===== src/rtl/multi_byte_sender.sv =====
// Captures a BYTES-wide value on an activate/done handshake and feeds it byte by byte
// to the shared UART transmitter, optionally closing with an XOR checksum byte.
module multi_byte_sender #(
    parameter int BYTES       = 4,
    parameter int MSB_FIRST   = 1,
    parameter int APPEND_CSUM = 0,
    parameter int ACK_TIMEOUT = 1024
) (
    input  logic                 clk_50mhz,
    input  logic                 reset,
    input  logic                 activate,
    output logic                 done,
    output logic                 error,
    input  logic                 tx_active,
    output logic [7:0]           tx_data,
    output logic                 tx_start,
    input  logic [8*BYTES-1:0]   value
);

    localparam int VW     = 8 * BYTES;
    localparam int CNT_W  = $clog2(BYTES + 1);
    localparam int TOUT_W = (ACK_TIMEOUT > 0) ? $clog2(ACK_TIMEOUT + 1) : 1;

    localparam logic [CNT_W-1:0]  LAST_IDX  = CNT_W'(BYTES - 1);
    localparam logic [TOUT_W-1:0] TOUT_LAST = TOUT_W'((ACK_TIMEOUT > 0) ? ACK_TIMEOUT - 1 : 0);
    localparam logic [TOUT_W-1:0] TOUT_MAX  = '1;

    typedef enum logic [1:0] {
        ST_IDLE = 2'd0,
        ST_ACK  = 2'd1,
        ST_BUSY = 2'd2,
        ST_DONE = 2'd3
    } state_t;

    // The shift register always holds the bytes not yet offered, next byte at the head.
    function automatic logic [7:0] head_byte(input logic [VW-1:0] v);
        if (MSB_FIRST != 0) return v[VW-1 -: 8];
        else                return v[7:0];
    endfunction

    function automatic logic [VW-1:0] drop_head(input logic [VW-1:0] v);
        if (MSB_FIRST != 0) return v << 8;
        else                return v >> 8;
    endfunction

    state_t              state_reg, state_next;
    logic [VW-1:0]       shift_reg, shift_next;
    logic [CNT_W-1:0]    byte_cnt_reg, byte_cnt_next;
    logic [7:0]          csum_reg, csum_next;
    logic                csum_phase_reg, csum_phase_next;
    logic [TOUT_W-1:0]   tout_reg, tout_next;
    logic [TOUT_W-1:0]   tout_inc;
    logic [7:0]          tx_data_reg, tx_data_next;
    logic                tx_start_reg, tx_start_next;
    logic                done_reg, done_next;
    logic                error_reg, error_next;

    assign tout_inc = (tout_reg == TOUT_MAX) ? tout_reg : tout_reg + 1'b1;

    always_ff @(posedge clk_50mhz or negedge reset) begin
        if (!reset) begin
            state_reg      <= ST_IDLE;
            shift_reg      <= '0;
            byte_cnt_reg   <= '0;
            csum_reg       <= '0;
            csum_phase_reg <= 1'b0;
            tout_reg       <= '0;
            tx_data_reg    <= '0;
            tx_start_reg   <= 1'b0;
            done_reg       <= 1'b0;
            error_reg      <= 1'b0;
        end else begin
            state_reg      <= state_next;
            shift_reg      <= shift_next;
            byte_cnt_reg   <= byte_cnt_next;
            csum_reg       <= csum_next;
            csum_phase_reg <= csum_phase_next;
            tout_reg       <= tout_next;
            tx_data_reg    <= tx_data_next;
            tx_start_reg   <= tx_start_next;
            done_reg       <= done_next;
            error_reg      <= error_next;
        end
    end

    always_comb begin
        state_next      = state_reg;
        shift_next      = shift_reg;
        byte_cnt_next   = byte_cnt_reg;
        csum_next       = csum_reg;
        csum_phase_next = csum_phase_reg;
        tout_next       = tout_reg;
        tx_data_next    = tx_data_reg;
        tx_start_next   = tx_start_reg;
        done_next       = done_reg;
        error_next      = error_reg;

        case (state_reg)
            ST_IDLE: begin
                done_next     = 1'b0;
                tx_start_next = 1'b0;
                if (activate) begin
                    tx_data_next    = head_byte(value);
                    shift_next      = drop_head(value);
                    error_next      = 1'b0;
                    csum_next       = '0;
                    csum_phase_next = 1'b0;
                    byte_cnt_next   = '0;
                    tout_next       = '0;
                    tx_start_next   = 1'b1;
                    state_next      = ST_ACK;
                end
            end

            ST_ACK: begin
                tout_next = tout_inc;
                // An acknowledge on the same edge as the timeout wins.
                if (tx_active) begin
                    tx_start_next = 1'b0;
                    if (!csum_phase_reg) csum_next = csum_reg ^ tx_data_reg;
                    state_next = ST_BUSY;
                end else if (ACK_TIMEOUT != 0 && tout_reg == TOUT_LAST) begin
                    tx_start_next = 1'b0;
                    error_next    = 1'b1;
                    done_next     = 1'b1;
                    state_next    = ST_DONE;
                end
            end

            ST_BUSY: begin
                if (!tx_active) begin
                    if (byte_cnt_reg != LAST_IDX) begin
                        byte_cnt_next = byte_cnt_reg + 1'b1;
                        tx_data_next  = head_byte(shift_reg);
                        shift_next    = drop_head(shift_reg);
                        tx_start_next = 1'b1;
                        tout_next     = '0;
                        state_next    = ST_ACK;
                    end else if (APPEND_CSUM != 0 && !csum_phase_reg) begin
                        tx_data_next    = csum_reg;
                        csum_phase_next = 1'b1;
                        tx_start_next   = 1'b1;
                        tout_next       = '0;
                        state_next      = ST_ACK;
                    end else begin
                        done_next  = 1'b1;
                        state_next = ST_DONE;
                    end
                end
            end

            ST_DONE: begin
                if (!activate) begin
                    done_next  = 1'b0;
                    state_next = ST_IDLE;
                end
            end

            default: begin
                tx_start_next = 1'b0;
                state_next    = ST_IDLE;
            end
        endcase
    end

    assign done     = done_reg;
    assign error    = error_reg;
    assign tx_data  = tx_data_reg;
    assign tx_start = tx_start_reg;

endmodule


===== config.mk =====
export PLATFORM = sky130hd
export DESIGN_NAME = multi_byte_sender
export DESIGN_NICKNAME = d
export VERILOG_FILES = /design/src/rtl/multi_byte_sender.sv
export SDC_FILE = /design/constraint.sdc
export NUM_CORES = 1
export LEC_CHECK = 0
export ABC_AREA = 1
export CAP_MARGIN = 10
export CORE_ASPECT_RATIO = 0.9
export CORE_UTILIZATION = 42
export DETAILED_ROUTE_END_ITERATION = 7
export PLACE_DENSITY = 0.65
export SLEW_MARGIN = 0
export SYNTH_ARGS = -nofsm -noshare
export SYNTH_HDL_FRONTEND = slang
export SYNTH_SLANG_ARGS = --single-unit

===== constraint.sdc =====
create_clock -name clk_50mhz -period 2.2 [get_ports clk_50mhz]
set_clock_uncertainty 0.05 [all_clocks]
set_input_delay 0.44 -clock clk_50mhz [delete_from_list [all_inputs] [get_ports clk_50mhz]]
set_output_delay 0.44 -clock clk_50mhz [all_outputs]
set_load 0.1 [all_outputs]

==> qor_table.md, run 1 <==
| Step | Quantity | This run |
| --- | --- | --- |
| yosys | Cell Area, Synth | 2820 µm² |
| min path | Hold/Removal Path Class | input port to asynchronous set/reset pin |
| route | Detailed-router iteration count before antenna repair | 4 |
| floorplanning | Core Footprint | 6280 µm² |
| finish | Layout cells sized above 1 | 13.5% |
| floorplanning | IO Count | 47 |
| floorplanning | Die outline area | 7050 µm² |
| global routing | Met1 layer usage reported by global route | 23.2% |
| setup path | Category of the critical setup timing path | register to register |
| yosys | Count of state elements after synthesis | 51 |
| yosys | Distinct cell type count of the synthesized netlist | 25 |
| global routing | Initial antenna violation count | 0 |
| timing | Final hold slack | 0.0857 ns |
| job | Max_cap viols | 0 |
| yosys | Most frequently used flop master after synthesis | dfrtp_1 |
| timing | Final total negative setup slack | 0 ns |
| route | Drt wl/cell | 11.0 µm |
| timing | Crit path time final | 1.96 ns |
| power | Switching portion of total power | 48.9% |
| placed design | Placed Cells incl. Taps | 486 |
| route | Detailed Route WL | 5.43 mm |
| yosys | Xor/xnor cell area share of the yosys netlist | 0% |
| setup path | Required time of the worst setup path | 2.37 ns |
| cts | Level count of the clock H-tree | 2 |
| cts | Cts hold-fix bufs | 0 |
| global routing | Most used routing layer | met2 |
| floorplanning | Vert. Die Dim | 79.7 µm |
| finish | Diodes inserted | 0 |
| route | Vias/cell | 4.69 |
| finish | Count of filler cells inserted in the layout | 617 |
| setup path | Number of cells traversed by the worst register-to-register path | 8 |
| setup path | Element type at the critical path end | register |
| yosys | Area fraction in compound gates after synthesis | 16.1% |
| timing | Final-report setup violation count | 0 |
| timing | Setup ws final | 0.245 ns |
| cts | Register clock-pin slew on the reported worst setup and hold paths | 0.09 ns |
| power | Overall Power | 4.82 mW |
| cts | Clock tree from TritonCTS | built |
| floorplanning | Num rows | 27 |
| global routing | First-pass GRT wire length | 9.63 mm |
| global routing | Total global routing track utilization | 17.6% |
| yosys | Sequential cell area fraction in the yosys report | 45.3% |
| timing | Final Hold Vio Count | 0 |
| placed design | Detail Placement HPWL | 3.89 mm |
| global routing | Remaining Overflow, GRT | 0 |
| yosys | Share of cell area taken by muxes after synthesis | 0% |
| finish | Final instance count without filler cells | 493 |
| power | P_int | 2.47 mW |
| floorplanning | Initial core utilization | 44.9% |
| finish | Most frequent cells in the layout | nand2_1 (102), dfrtp_1 (51), inv_1 (49) |
| setup path | Critical Path AT | 2.13 ns |
| placed design | Gpl congestion | 0.871 |
| power | Fraction of power consumed by combinational cells | 56.5% |
| yosys | Synth Area in Adders | 3.11% |
| timing | Max-Slew Margin vs Limit | 60.5% |
| cts | Clk root buf | clkbuf_8 |
| cts | Sinks on Clock Net | 51 |
| global routing | Maximum number of pins on one net before global-route repair | 68 |
| global routing | GR Layer Usage met3 | 3.31% |
| finish | Final Core Density | 54.6% |
| yosys | Net count after synthesis | 406 |
| finish | Most common cell after layout, fill and taps aside | nand2_1 |
| yosys | Yosys warns | 0 |
| timing | RSZ-0062 raised after global routing | no |
| yosys | Post-Syn Area per Cell | 7.77 µm² |
| placed design | Number of port buffers | 46 |
| floorplanning | Overall die width | 88.4 µm |
| finish | Growth of design area from synthesis to finish | 21.6% |
| finish | Number of nets in the finished design | 449 |
| finish | Post-Layout Inst Area | 3430 µm² |
| timing | Number of max-slew violations in the final report | 0 |
| route | DRC viols | 0 |
| power | Power per unit of standard cell area | 1410 nW/µm² |
| placed design | Placement-stage cell area | 3330 µm² |
| route | Count of routing violations after the opening detailed-route iteration | 116 |
| setup path | Highest net fanout along the worst path | 67 |
| timing | Worst-margin pin slew | 0.592 ns |
| finish | Flip-flop count of the largest register after layout | 24 |
| timing | Fin crit share | 88.9% |
| run status | Result of the run | finished clean |
| yosys | Post-synth EDFFs | 0 |
| cts | Buffer depth of the longest clock path | 2 |
| global routing | Global Route met2 Usage | 28.2% |
| setup path | Startpoint type of the worst setup path | register |
| global routing | Number of global-route vias before repair | 2250 |
| yosys | Fraction of the mapped netlist area in simple logic gates | 24.8% |
| power | Clk network pwr share | 13.1% |
| cts | Number of gates resized after cts | 0 |
| yosys | Async S/R FF share, synth | 100% |
| power | Max IR drop VDD | 893 µV |
| power | Portion of total power attributed to sequential cells | 30.4% |
| route | Remaining antenna violation count after routing | 0 |
| power | Leakage component of the power | 1.63 nW |
| cts | Clk_lat worst skew | 0.30 ns |
| power | Switching power | 2.36 mW |
| route | Vias post-DR | 2311 |
| cts | Count of buffers added by post-CTS timing repair for setup | 0 |
| yosys | Cell count after synthesis | 363 |
| yosys | Combinational family with the most area after synthesis | simple AND/OR/NAND/NOR gates |
| placed design | Setup WS pre-CTS | 0.0911 ns |
| cts | Number of buffers created by CTS | 5 |
| timing | Maximum clock rate | 511 MHz |
## power groups by stage
| stage | logic (mW) | registers, mW | clock network, mW |
|---|---|---|---|
| global placement | 2.71 | 1.47 | 0 |
| finish | 2.72 | 1.46 | 0.634 |
| global route | 3.03 | 1.50 | 0.684 |
| CTS | 2.76 | 1.46 | 0.655 |
| floorplan | 1.67 | 2.09 | 0 |
| detailed placement | 2.75 | 1.48 | 0 |
## synth_stat cells, types with 4 or more instances
library cell	number	area, µm²
nand2_1	102	383
dfrtp_1	51	1280
inv_1	49	184
o21ai_0	44	220
nand3_1	25	125
o21ai_2	14	123
o21ai_1	13	65.1
nor2_1	11	41.3
a21oi_1	8	40.0
buf_2	7	35.0
ha_1	7	87.6
nand2_2	7	43.8
buf_6	4	45.0
## layout make-up
type / count / area, µm² / area share [%]
Clock buffer: 6 / 72.6 / 2.12
Sequential cell: 51 / 1280 / 37.2
Multi-Input combinational cell: 245 / 1240 / 36.2
Inverter: 52 / 195 / 5.69
Timing Repair Buffer: 51 / 503 / 14.7
Clock inverter: 1 / 30.0 / 0.876
Tap cell: 87 / 109 / 3.18
## worst paths after layout
path | to | slack, ns | startpoint
max | shift_reg[13] | 0.24 | state_reg[0]
min | shift_reg[31] | 0.09 | reset
max reg2reg | shift_reg[13] | 0.24 | state_reg[0]
min reg2reg | byte_cnt_reg[0] | 0.43 | byte_cnt_reg[0]
max in group asynchronous | shift_reg[25] | 1.47 | reset
min in group clk_50mhz | byte_cnt_reg[0] | 0.43 | byte_cnt_reg[0]
## cells by family after synthesis
kind of cell	count (synthesis)
AOI/OAI and AO/OA	80
buffers and inverters	67
adders and majority gates	7
and+or+nand+nor	158
DFF	51
## metal layers
| layer | up-vias | wire length, µm |
|---|---|---|
| met5 | - | 0 |
| met4 | 0 | 94 |
| met3 | 9 | 192 |
| met2 | 40 | 2490 |
| met1 | 1030 | 2650 |
| li1 | 1232 | - |
## critical path, cell delays in order, from the launching register on
cell,delay (ns)
dfrtp_1,0.42
inv_1,0.10
ha_1,0.30
nand2_1,0.14
nand2_2,0.11
nor3b_4,0.22
buf_12,0.29
nand3_1,0.11
o21ai_0,0.09
(Power assumes the default switching activity.)
==> inputs of run 2 (changes only) <==
Settings changed: ABC_AREA 1 to not set, CTS_CLUSTER_DIAMETER set to 80, PLACE_DENSITY 0.65 to 0.66.
==> run 2 against run 1 <==
Compared with the run above: clock power grew 22%; via count fell by 12%; global-route usage rose by 0.79 points; first-iteration DRC count rose by 15%; worst setup slack lost 0.095 ns; hold slack got worse by 0.038 ns; largest cell class is now multi-input gates; final area is 2.5% lower; synthesized cell count down 27%; critical path type unchanged; highest routed layer unchanged; final cell count shrank 19%; largest power group unchanged.
==> qor_table.md, run 2 <==
| Step | Quantity | This run |
| --- | --- | --- |
| finish | Multi-input combinational cell area | 1300 µm² |
| cts | Number of buffers created by CTS | 5 |
| route | Vias post-DR | 2036 |
| floorplanning | Overall die width | 85.9 µm |
| setup path | Crit path buffers/inverters | 0 |
| yosys | Top-count cell post-synth | nand2_1 |
| setup path | Flop-to-flop setup slack | 0.15 ns |
| finish | Growth of design area from synthesis to finish | 25.7% |
| timing | Crit path time final | 2.05 ns |
| setup path | Startpoint type of the worst setup path | register |
| global routing | Number of global-route vias before repair | 2013 |
| cts | Sinks on Clock Net | 51 |
| setup path | Total number of cells along the worst setup path | 5 |
| placed design | Number of port buffers | 46 |
| finish | Most common cell after layout, fill and taps aside | nand2_1 |
| yosys | Commonest cells in the synthesized netlist | nand2_1 (52), dfrtp_1 (51), o21ai_0 (31), mux2i_1 (24) |
| finish | Count of filler cells inserted in the layout | 536 |
| global routing | Initial antenna violation count | 0 |
| timing | RSZ-0062 raised after global routing | no |
| floorplanning | Initial core utilization | 43.5% |
| route | Vias/cell | 5.10 |
| global routing | Maximum number of pins on one net before global-route repair | 34 |
| floorplanning | Vert. Die Dim | 77.5 µm |
| cts | Clk_lat worst skew | 0.31 ns |
| global routing | Total global routing track utilization | 18.3% |
| floorplanning | IO Count | 47 |
| setup path | Gate family responsible for the most delay along the worst path | simple AND/OR/NAND/NOR gates |
| setup path | Cell with the largest stage delay on the worst path | dfrtp_1 |
| route | Count of routing violations after the opening detailed-route iteration | 133 |
| timing | Worst-margin pin slew | 0.541 ns |
| yosys | Sequential cell area fraction in the yosys report | 48.0% |
| timing | Final hold slack | 0.0473 ns |
| yosys | Top post-synthesis cells by area | dfrtp_1 (48%), mux2i_1 (9.0%), nand2_1 (7.3%) |
| global routing | First-pass GRT wire length | 9.60 mm |
| global routing | Remaining Overflow, GRT | 0 |
| setup path | Number of cells traversed by the worst register-to-register path | 5 |
| finish | Layout cells sized above 1 | 12.8% |
| cts | Buffer depth of the longest clock path | 2 |
| floorplanning | Die outline area | 6650 µm² |
| timing | Number of max-slew violations in the final report | 0 |
| setup path | Reg-to-reg critical path startpoint | tout_reg[0] |
| setup path | Critical-path cell list | ha_1 -> and4_1 -> nor4b_4 -> o211ai_2 -> mux2_4 |
| setup path | Element type at the critical path end | register |
| route | DRC viols | 0 |
| finish | Final Core Density | 54.7% |
| yosys | Cell count after synthesis | 266 |
| setup path | CP Launch Point | tout_reg[0] |
| floorplanning | Core Footprint | 6110 µm² |
| cts | Clock tree from TritonCTS | built |
| placed design | Detail Placement HPWL | 3.95 mm |
| timing | Final total negative setup slack | 0 ns |
| timing | Final-report setup violation count | 0 |
| power | Leakage component of the power | 1.47 nW |
| yosys | Count of state elements after synthesis | 51 |
| yosys | Cell accounting for the most synthesized area | dfrtp_1 |
| finish | Most frequent cells in the layout | nand2_1 (52), dfrtp_1 (51), clkdlybuf4s50_1 (34) |
| timing | Maximum clock rate | 488 MHz |
| setup path | Category of the critical setup timing path | register to register |
| floorplanning | Num rows | 27 |
| cts | Cts hold-fix bufs | 0 |
| setup path | Required time of the worst setup path | 2.35 ns |
| finish | Number of nets in the finished design | 354 |
| finish | Sequential standard cell area | 1280 µm² |
| setup path | Highest net fanout along the worst path | 6 |
| finish | Diodes inserted | 0 |
| yosys | Cell Area, Synth | 2660 µm² |
| setup path | Largest incremental delay on the critical path | 0.44 ns |
| timing | Final Hold Vio Count | 0 |
| yosys | Yosys warns | 0 |
| timing | Fin crit share | 93.2% |
| yosys | Async S/R FF share, synth | 100% |
| finish | Flip-flop count of the largest register after layout | 24 |
| setup path | Critical Path AT | 2.20 ns |
| yosys | Post-synth EDFFs | 0 |
| yosys | Distinct cell type count of the synthesized netlist | 42 |
| timing | Max-Slew Margin vs Limit | 63.9% |
| placed design | Setup WS pre-CTS | 0.0753 ns |
| cts | Register clock-pin slew on the reported worst setup and hold paths | 0.09 ns |
| yosys | Net count after synthesis | 309 |
| yosys | Post-Syn Area per Cell | 10.0 µm² |
| route | Detailed Route WL | 5.51 mm |
| cts | Level count of the clock H-tree | 2 |
| job | Max_cap viols | 0 |
| placed design | Gpl congestion | 0.876 |
| power | Power per unit of standard cell area | 1480 nW/µm² |
| timing | Setup ws final | 0.150 ns |
| min path | Hold/Removal Path Class | input port to asynchronous set/reset pin |
| yosys | Share of the synthesized area in the top cell type | 48.0% |
| power | Max IR drop VDD | 858 µV |
| route | Drt wl/cell | 13.8 µm |
| route | Detailed-router iteration count before antenna repair | 4 |
| run status | Result of the run | finished clean |
| route | Remaining antenna violation count after routing | 0 |
| yosys | Most frequently used flop master after synthesis | dfrtp_1 |
| cts | Clk root buf | clkbuf_8 |
## run 2: power breakdown
group / leakage (nW) / switching [mW] / internal, mW / total (mW)
logic: 0.749 / 1.73 / 0.910 / 2.64
clock network: 0.0644 / 0.319 / 0.453 / 0.773
registers: 0.654 / 0.212 / 1.31 / 1.52
## run 2: worst paths after layout
check                                end
max                             tx_start
min                                 done
max reg2reg                     tx_start
min reg2reg                 shift_reg[8]
max in group asynchronous  shift_reg[25]
min in group clk_50mhz      shift_reg[8]
## run 2: cell families (layout without fill, tap and decap cells)
group	after synthesis	in the layout	share of synthesized area, %
adder cells (fa/ha/maj)	7	7	3.29
AND/OR/NAND/NOR	93	93	18.3
multiplexers	27	27	10.6
AO/OA/AOI/OAI	66	66	16.3
flip-flops	51	51	48.0
buffers and inverters	22	68	3.48
## run 2: final cells by class
type | instances | share of cell area [%]
multi-input combinational | 193 | 39.0
tap | 87 | 3.26
clock inverter | 3 | 2.02
timing repair buffer | 53 | 14.7
inverter | 7 | 0.786
clock buffer | 5 | 2.06
sequential | 51 | 38.2
## run 2: per-layer routing
layer	vias to the layer above	global-route usage, %	wire, µm	part of all wire [%]
met5	-	0	0	0
met4	0	7.33	60	1.1
met3	7	3.09	189	3.4
met2	37	26.8	2410	44
met1	948	26.9	2850	52
li1	1044	-	-	-
## run 2: timing repair
| item | CTS | global route |
|---|---|---|
| gates resized for setup | 0 | 1 |
| setup buffers | 0 | 0 |
| setup endpoints to repair | 0 | 3 |
## run 2: metrics by stage
| stage | total power [mW] | area (µm²) | std cells |
|---|---|---|---|
| after floorplan | 3.57 | 2660 | 266 |
| after global placement | 4.11 | 3200 | 391 |
| after detailed placement | 4.17 | 3200 | 391 |
| after CTS | 4.95 | 3330 | 399 |
| after global routing | 5.31 | 3340 | 399 |
| final | 4.93 | 3340 | 399 |
